$ cat src/rtl/router_output_arbiter_if.sv
// Output-port arbitration bus: input FIFO heads in, pop strobes and forwarded flit out.
interface router_output_arbiter_if #(
    parameter int unsigned NumPorts = 5,
    parameter int unsigned Width    = 66
);
    localparam int unsigned OwnerW = (NumPorts > 1) ? $clog2(NumPorts) : 1;

    logic [NumPorts-1:0]            in_empty;
    logic [NumPorts-1:0][Width-1:0] in_data;
    logic [NumPorts-1:0]            in_req;
    logic                           out_full;
    logic [NumPorts-1:0]            in_rdreq;
    logic                           out_wrreq;
    logic [Width-1:0]               out_data;
    logic                           locked;
    logic [OwnerW-1:0]              owner;
    logic                           proto_err;

    // Environment side: FIFOs and downstream flow control.
    modport master (
        output in_empty, in_data, in_req, out_full,
        input  in_rdreq, out_wrreq, out_data, locked, owner, proto_err
    );

    // Arbiter side.
    modport slave (
        input  in_empty, in_data, in_req, out_full,
        output in_rdreq, out_wrreq, out_data, locked, owner, proto_err
    );
endinterface

$ cat src/rtl/router_output_arbiter.sv
// Round-robin wormhole arbiter for one router output: a header locks the output to
// its input until the tail passes; single-flit packets never lock.
module router_output_arbiter #(
    parameter int unsigned NumPorts = 5,
    parameter int unsigned Width    = 66
) (
    input  logic                   clk,
    input  logic                   rst,
    router_output_arbiter_if.slave bus
);
    localparam int unsigned OwnerW     = (NumPorts > 1) ? $clog2(NumPorts) : 1;
    localparam logic [1:0]  TypeHeader = 2'b10;
    localparam logic [1:0]  TypeBody   = 2'b00;
    localparam logic [1:0]  TypeTail   = 2'b01;
    localparam logic [1:0]  TypeSingle = 2'b11;

    typedef enum logic {
        IDLE   = 1'b0,
        LOCKED = 1'b1
    } state_t;

    state_t              state_q;
    state_t              state_d;
    logic [OwnerW-1:0]   ptr_q;
    logic [OwnerW-1:0]   ptr_d;
    logic [OwnerW-1:0]   owner_q;
    logic [OwnerW-1:0]   owner_d;

    logic [NumPorts-1:0] eligible;
    logic                grant_found;
    logic [OwnerW-1:0]   grant_idx;
    logic [OwnerW-1:0]   cand;
    logic [1:0]          grant_type;
    logic [1:0]          owner_type;

    logic [NumPorts-1:0] rdreq_c;
    logic                wrreq_c;
    logic [Width-1:0]    data_c;
    logic                perr_c;

    // Modulo-NumPorts increment used to advance the round-robin pointer.
    function automatic logic [OwnerW-1:0] wrap_inc(input logic [OwnerW-1:0] idx);
        if (32'(idx) == NumPorts - 1) begin
            return '0;
        end
        return idx + OwnerW'(1);
    endfunction

    // An input may open a packet only with a requesting, non-empty header or single flit.
    always_comb begin
        eligible = '0;
        for (int i = 0; i < int'(NumPorts); i++) begin
            eligible[i] = ~bus.in_empty[i] & bus.in_req[i] & bus.in_data[i][Width-1];
        end
    end

    // First eligible input at or after ptr, with wrap-around.
    always_comb begin
        grant_found = 1'b0;
        grant_idx   = '0;
        cand        = '0;
        for (int k = 0; k < int'(NumPorts); k++) begin
            cand = OwnerW'((32'(ptr_q) + 32'(k)) % NumPorts);
            if (!grant_found && eligible[cand]) begin
                grant_found = 1'b1;
                grant_idx   = cand;
            end
        end
    end

    assign grant_type = bus.in_data[grant_idx][Width-1 -: 2];
    assign owner_type = bus.in_data[owner_q][Width-1 -: 2];

    // Next state and zero-latency transfer strobes; reset suppresses every transfer.
    always_comb begin
        state_d = state_q;
        ptr_d   = ptr_q;
        owner_d = owner_q;
        rdreq_c = '0;
        wrreq_c = 1'b0;
        data_c  = '0;
        perr_c  = 1'b0;
        if (!rst && !bus.out_full) begin
            unique case (state_q)
                IDLE: begin
                    if (grant_found) begin
                        rdreq_c[grant_idx] = 1'b1;
                        wrreq_c            = 1'b1;
                        data_c             = bus.in_data[grant_idx];
                        owner_d            = grant_idx;
                        if (grant_type == TypeSingle) begin
                            ptr_d = wrap_inc(grant_idx);
                        end else begin
                            state_d = LOCKED;
                        end
                    end
                end
                LOCKED: begin
                    if (!bus.in_empty[owner_q]) begin
                        rdreq_c[owner_q] = 1'b1;
                        wrreq_c          = 1'b1;
                        data_c           = bus.in_data[owner_q];
                        unique case (owner_type)
                            TypeTail: begin
                                state_d = IDLE;
                                ptr_d   = wrap_inc(owner_q);
                            end
                            TypeBody: begin
                                state_d = LOCKED;
                            end
                            TypeHeader, TypeSingle: begin
                                // A new packet start inside a packet is passed on as body.
                                perr_c = 1'b1;
                            end
                            default: begin
                                state_d = LOCKED;
                            end
                        endcase
                    end
                end
                default: begin
                    state_d = IDLE;
                end
            endcase
        end
    end

    // State, round-robin pointer and owner registers.
    always_ff @(posedge clk) begin
        if (rst) begin
            state_q <= IDLE;
            ptr_q   <= '0;
            owner_q <= '0;
        end else begin
            state_q <= state_d;
            ptr_q   <= ptr_d;
            owner_q <= owner_d;
        end
    end

    assign bus.in_rdreq  = rdreq_c;
    assign bus.out_wrreq = wrreq_c;
    assign bus.out_data  = data_c;
    assign bus.proto_err = perr_c;
    assign bus.locked    = (state_q == LOCKED);
    assign bus.owner     = owner_q;
endmodule

$ cat src/flat_wrapper.sv
// flat-port wrapper written by rule: the top's interface ports become plain ports
module router_output_arbiter_flat 
#(
    parameter int unsigned NumPorts = 5,
    parameter int unsigned Width    = 66
)
  (clk, rst, bus_in_empty, bus_in_data, bus_in_req, bus_out_full, bus_in_rdreq, bus_out_wrreq, bus_out_data, bus_locked, bus_owner, bus_proto_err);
  router_output_arbiter_if #(.NumPorts(NumPorts), .Width(Width)) bus_i ();
  input  logic clk;
  input  logic rst;
  input wire logic [$bits(bus_i.in_empty)-1:0] bus_in_empty;
  input wire logic [$bits(bus_i.in_data)-1:0] bus_in_data;
  input wire logic [$bits(bus_i.in_req)-1:0] bus_in_req;
  input wire logic [$bits(bus_i.out_full)-1:0] bus_out_full;
  output wire logic [$bits(bus_i.in_rdreq)-1:0] bus_in_rdreq;
  output wire logic [$bits(bus_i.out_wrreq)-1:0] bus_out_wrreq;
  output wire logic [$bits(bus_i.out_data)-1:0] bus_out_data;
  output wire logic [$bits(bus_i.locked)-1:0] bus_locked;
  output wire logic [$bits(bus_i.owner)-1:0] bus_owner;
  output wire logic [$bits(bus_i.proto_err)-1:0] bus_proto_err;
  assign bus_i.in_empty = bus_in_empty;
  assign bus_i.in_data = bus_in_data;
  assign bus_i.in_req = bus_in_req;
  assign bus_i.out_full = bus_out_full;
  assign bus_in_rdreq = bus_i.in_rdreq;
  assign bus_out_wrreq = bus_i.out_wrreq;
  assign bus_out_data = bus_i.out_data;
  assign bus_locked = bus_i.locked;
  assign bus_owner = bus_i.owner;
  assign bus_proto_err = bus_i.proto_err;
  router_output_arbiter #(.NumPorts(NumPorts), .Width(Width)) u_core (.clk(clk), .rst(rst), .bus(bus_i));
endmodule
$ cat config.mk
export PLATFORM = sky130hd
export DESIGN_NAME = router_output_arbiter_flat
export DESIGN_NICKNAME = d
export VERILOG_FILES = /design/src/rtl/router_output_arbiter_if.sv /design/src/rtl/router_output_arbiter.sv /design/src/flat_wrapper.sv
export SDC_FILE = /design/constraint.sdc
export NUM_CORES = 1
export LEC_CHECK = 0
export ABC_AREA = 1
export CAP_MARGIN = 30
export CORE_AREA = 2 2 164 166
export DETAILED_ROUTE_END_ITERATION = 6
export DIE_AREA = 0 0 166 168
export DONT_BUFFER_PORTS = 1
export PLACE_DENSITY_LB_ADDON = 0.1
export SLEW_MARGIN = 20
export SYNTH_ARGS = -nofsm -noshare
export SYNTH_HDL_FRONTEND = slang
export SYNTH_SLANG_ARGS = --single-unit
$ cat constraint.sdc
create_clock -name clk -period 8.8 [get_ports clk]
set_clock_uncertainty 0.1 [all_clocks]
set_input_delay 0.88 -clock clk [delete_from_list [all_inputs] [get_ports clk]]
set_output_delay 0.88 -clock clk [all_outputs]
set_load 0.05 [all_outputs]
=== Word level (Yosys, flattened, before mapping) ===
Cells that the tools add are included.
Widths: inputs -> output; s select.

* Logic and storage cells: 135
* Memory bits (read-only): 0
* Register bits: 7
* Latch bits: 0
* Memory bits (writable): 0
* Input port bits: 343
* Memories: 0
* Output and inout port bits: 77

* Multiply operators: 0
* Shift-type cells: 0
* Divide/modulo/power cells: 5
* Reduce and logical (&&, ||, !) cells: 16
* Eq/ne operators: 10
* Bitwise gates (word level): 16
* Order comparisons: 9
* $add $sub $neg: 6
* Muxes and demuxes: 70

{| class="wikitable"
|+ Operators by type and width
! operator !! number
|-
| $bmux 66 s3 || 2
|-
| $mux 66 || 5
|-
| $pmux 66 s2 || 1
|-
| $mod 32x3->32 const B || 4
|-
| $mux 3 || 13
|-
| $mux 1 || 34
|-
| $mod 3x3->32 const B || 1
|-
| $lt 3x4->1 const B || 7
|-
| $bmux 1 s3 || 6
|-
| $mux 5 || 3
|-
| $and 1x1->1 || 10
|-
| $pmux 5 s2 || 1
|-
| $add 3x2->4 const B || 2
|-
| $logic_and 1x1->1 || 7
|-
| $add 3x1->3 const B || 2
|-
| $demux 1 s3 || 2
|-
| $eq 2x2->1 const B || 3
|-
| $eq 3x3->1 const B || 2
|-
| $ge 3x1->1 const B || 2
|-
| $logic_not 1->1 || 6
|-
| $not 1->1 || 6
|-
| $pmux 3 s2 || 1
|-
| $reduce_and 5->1 || 1
|-
| $add 3x1->4 const B || 1
|-
| other kinds (7) || 10
|}

=== Longest topological paths before layout ===
* Word-level depth: 29
* Depth in mapped cells: 36

=== Worst setup path before layout ===
No wires, ideal clock.

* Kind: register to output
* Start point: reg u_core.ptr_q[0]
* End point: out bus_out_data[60]
* Cell stages (with the launch flop): 31
* Data required time: 7.820 ns
* Path buffers: 3
* Arrival: 4.302 ns
* Setup slack: 3.518 ns
* Cells stage by stage: dfxtp_1 -> buf_6 -> inv_1 -> ha_1 -> inv_1 -> ha_1 -> inv_1 -> ha_1 -> inv_1 -> ha_1 -> o21ai_1 -> nand2_1 -> inv_2 -> nand2_2 -> nand2_1 -> nand2_2 -> inv_2 -> nor2_1 -> nor2_1 -> nor2_4 -> nor2_4 -> nand2_2 -> clkinv_1 -> nand2_2 -> nand2_4 -> inv_2 -> buf_6 -> buf_6 -> o31ai_1 -> nand3_1 -> a21oi_1

* Cells in the longest elaborated chain, start to end: 21
* Elaborated cells on any way between the ends: 42
* Those cells by class: add/sub: 4; div: 5; mux: 25; reduce/logical: 8

{| class="wikitable"
|+ RTL lines
! item !! line !! RTL
|-
| start, declared || router_output_arbiter.sv:24 || <nowiki>logic [OwnerW-1:0] ptr_q;</nowiki>
|-
| start signal, assigned || router_output_arbiter.sv:136 || <nowiki>ptr_q <= ptr_d;</nowiki>
|-
| parallel branches: the longest is 18 deep, another holds $mod 32x3->32 || n/a ||
|-
| $mux 66 * || router_output_arbiter.sv:86 || <nowiki>if (grant_found) begin</nowiki>
|-
| $pmux 66 s2 * || router_output_arbiter.sv:84 || <nowiki>unique case (state_q)</nowiki>
|-
| $mux 66 * || router_output_arbiter.sv:83 || <nowiki>if (!rst && !bus.out_full) begin</nowiki>
|-
| end, declared || flat_wrapper.sv:17 || <nowiki>output wire logic [$bits(bus_i.out_data)-1:0] bus_out_data;</nowiki>
|}

Mark *: on every way between the ends. The select of a mux whose other input is x is not followed.

=== Worst setup path in the final report ===
* Start point: reg u_core.ptr_q[1]
* End point: out bus_out_data[40]

Same word-level chain as after synthesis.

==> reports/metrics.cfg <==
[outcome]
status=finished, violations left
violations=design-rule violations

[timing]
fin_crit_sh_pct=74.00
slew_viol_final=0
worst_slew_pin_slew_ps=1053
min_period_ps=6512
finalHoldViolations=0
clock.fmax_mhz=153.6
tns_ps=0
setup_slack_ps=2288
relSlewSlack_pct=30.03
rsz0062_at_grt=no
setup_viol=0

[synth]
synth_top_area_cell=nand2_1
ys_async_sr_fraction_pct=0
synth_cells=1507
synth_area_leaders=nand2_1 19%, a21oi_1 14%, nand3_1 12%, inv_1 8.4%, o211ai_1 4.8%
synth_cell_types=42
netlist_area_um2=7595
ys.flop_type=dfxtp_1
synth_top_area_share_pct=19.37
ys_seq_area_share_pct=1.845
synth_edf_count=0
avgSynthCellArea_um2=5.040
synth_nets=1869
ys_ff_latch=7
yosysWarningCount=0

[clock_tree]
holdBufCountCts=0
root_buffer=clkbuf_16
cts_sinks=7
cts_resized=0
cts_setup_buffers=0
cts_tree=done
cts_made_buffers=3
clk_pin_slew_ps=40
cts_buffer_depth=2
insertion_delay_ps=240
h-tree-depth=1

[cells_and_area]
syn_to_final_growth_pct=8.385
drive_gt1_share_pct=10.62
fin_util_pct=31.24
mostFrequentLayoutCell=nand2_1
antenna_cells=0
fill_cells=3096
finalNetCount=1842
final_cell_mix=391 x nand2_1, 219 x a21oi_1, 177 x nand3_1

[placed_design]
portBuffers=0
gp_congestion=0.9221
place_ws_ps=2521
place_hpwl_mm=28.80

[setup_path]
r2r_start=u_core.ptr_q[1]$_SDFFE_PP0P_
critPathBufInv=7
r2r_cells=30
cp.arrival_ps=5530
cp_top_family=buffers and inverters
startpoint_type=register
cp_slowest_cell=buf_4
reg2reg_slack_ps=3710
critPathMaxStageDelay_ps=790
cp.depth=26
timing.rr.end=u_core.ptr_q[1]$_SDFFE_PP0P_
endpoint=bus_out_data[40]
crit_start=u_core.ptr_q[1]$_SDFFE_PP0P_
cpMostUsedCell=nand2_1
worstPathRequired_ps=7820
cp_max_fo=92
criticalPathCategory=register to output pin
end_kind=output pin

[route]
ant_nets=0
first_pass_iters=7
avgViaCountPerCell=5.966
wl_per_cell_um=22.59
drt_iter0_drc=920
drc=2
via_count=10859
routed_wl_mm=41.12

[hold_path]
min-delay-path-class=register to register

[floorplan]
ios=420
core_region_area_um2=26350
fp.dieW_um=166
chipHeight_um=168
rows=60
start_util_pct=28.82
dieArea_um2=27890

[job]
drv_cap=0

[grt]
grt_pass1_vias=10476
grt_max_degree=93
antenna_found_initial=0
grt_pass1_wl_mm=61.98
grtUsageTotal_pct=27.54
grt.overflow.total=0

## synth_stat cells (7+ instances only)
cell type / number
nand3_2: 9
ha_1: 19
o22ai_1: 38
o21ai_0: 72
nand3_1: 178
a21oi_1: 219
o21ai_1: 49
inv_1: 170
buf_2: 30
nor2_1: 37
o31ai_1: 36
inv_2: 18
a221oi_1: 21
nand2_1: 392
buf_4: 11
a22oi_1: 10
dfxtp_1: 7
o211ai_1: 49
clkbuf_1: 63
nand2_2: 17
buf_1: 9
nand4_1: 14
## state kept, by name (all words and copies together) (netlist names)
| register | cells |
|---|---|
| u_core.bus.locked | 1 |
| u_core.ptr_q | 3 |
| u_core.bus.owner | 3 |
## through the flow
step	hold slack (ps)	std cells	cell area (µm²)
2_1_floorplan	492.9	1507	7595
3_3_place_gp	591.1	1799	8025
3_5_place_dp	578.1	1815	8145
4_1_cts	589.2	1819	8224
5_1_grt	613.0	1820	8232
6_report	589.8	1820	8232
## cell families (layout without fill, tap and decap cells)
group | Yosys count | in the layout | synth area share [%]
buf+inv | 307 | 279 | 16.70
xor+xnor | 8 | 8 | 1.269
fa+ha+maj | 19 | 19 | 3.130
flops | 7 | 7 | 1.845
simple gates | 666 | 666 | 39.08
compound gates | 500 | 500 | 37.97
## area by class of cell
| type | count | area, µm² | share of cell area (%) |
|---|---|---|---|
| Multi-Input combinational cell | 1193 | 6226 | 75.63 |
| Inverter | 189 | 714.4 | 8.679 |
| Timing Repair Buffer | 86 | 645.6 | 7.843 |
| Tap cell | 341 | 426.7 | 5.183 |
| Sequential cell | 7 | 140.1 | 1.702 |
| Clock buffer | 4 | 78.83 | 0.9576 |
## tightest hold or removal path: stages (launching register included)
cell and delay [ps]:
dfxtp_1 420, a21oi_1 170, nor2_1 50
## per-layer routing
layer | GRT usage, % | vias to the layer above | routed length [µm]
li1 | - | 5103 | -
met1 | 34.79 | 5026 | 16630
met2 | 46.00 | 627 | 18930
met3 | 6.347 | 103 | 4019
met4 | 9.679 | 0 | 1541
met5 | 0 | - | 0
## worst min-delay path by stage
stage	cells after the start	slack, ps	end	start
floorplan	2	490	u_core.ptr_q[2]$_SDFFE_PP0P_	u_core.ptr_q[2]$_SDFFE_PP0P_
global placement	2	590	u_core.ptr_q[2]$_SDFFE_PP0P_	u_core.ptr_q[2]$_SDFFE_PP0P_
detailed placement	2	580	u_core.ptr_q[2]$_SDFFE_PP0P_	u_core.ptr_q[2]$_SDFFE_PP0P_
CTS	2	590	u_core.ptr_q[2]$_SDFFE_PP0P_	u_core.ptr_q[2]$_SDFFE_PP0P_
global route	1	610	u_core.bus.locked$_SDFFE_PP0P_	rst
finish	2	590	u_core.ptr_q[2]$_SDFFE_PP0P_	u_core.ptr_q[2]$_SDFFE_PP0P_
Power is left out: the tool's default activity adds up to more than one toggle a clock period on the data nets, which glitch-free logic cannot reach.
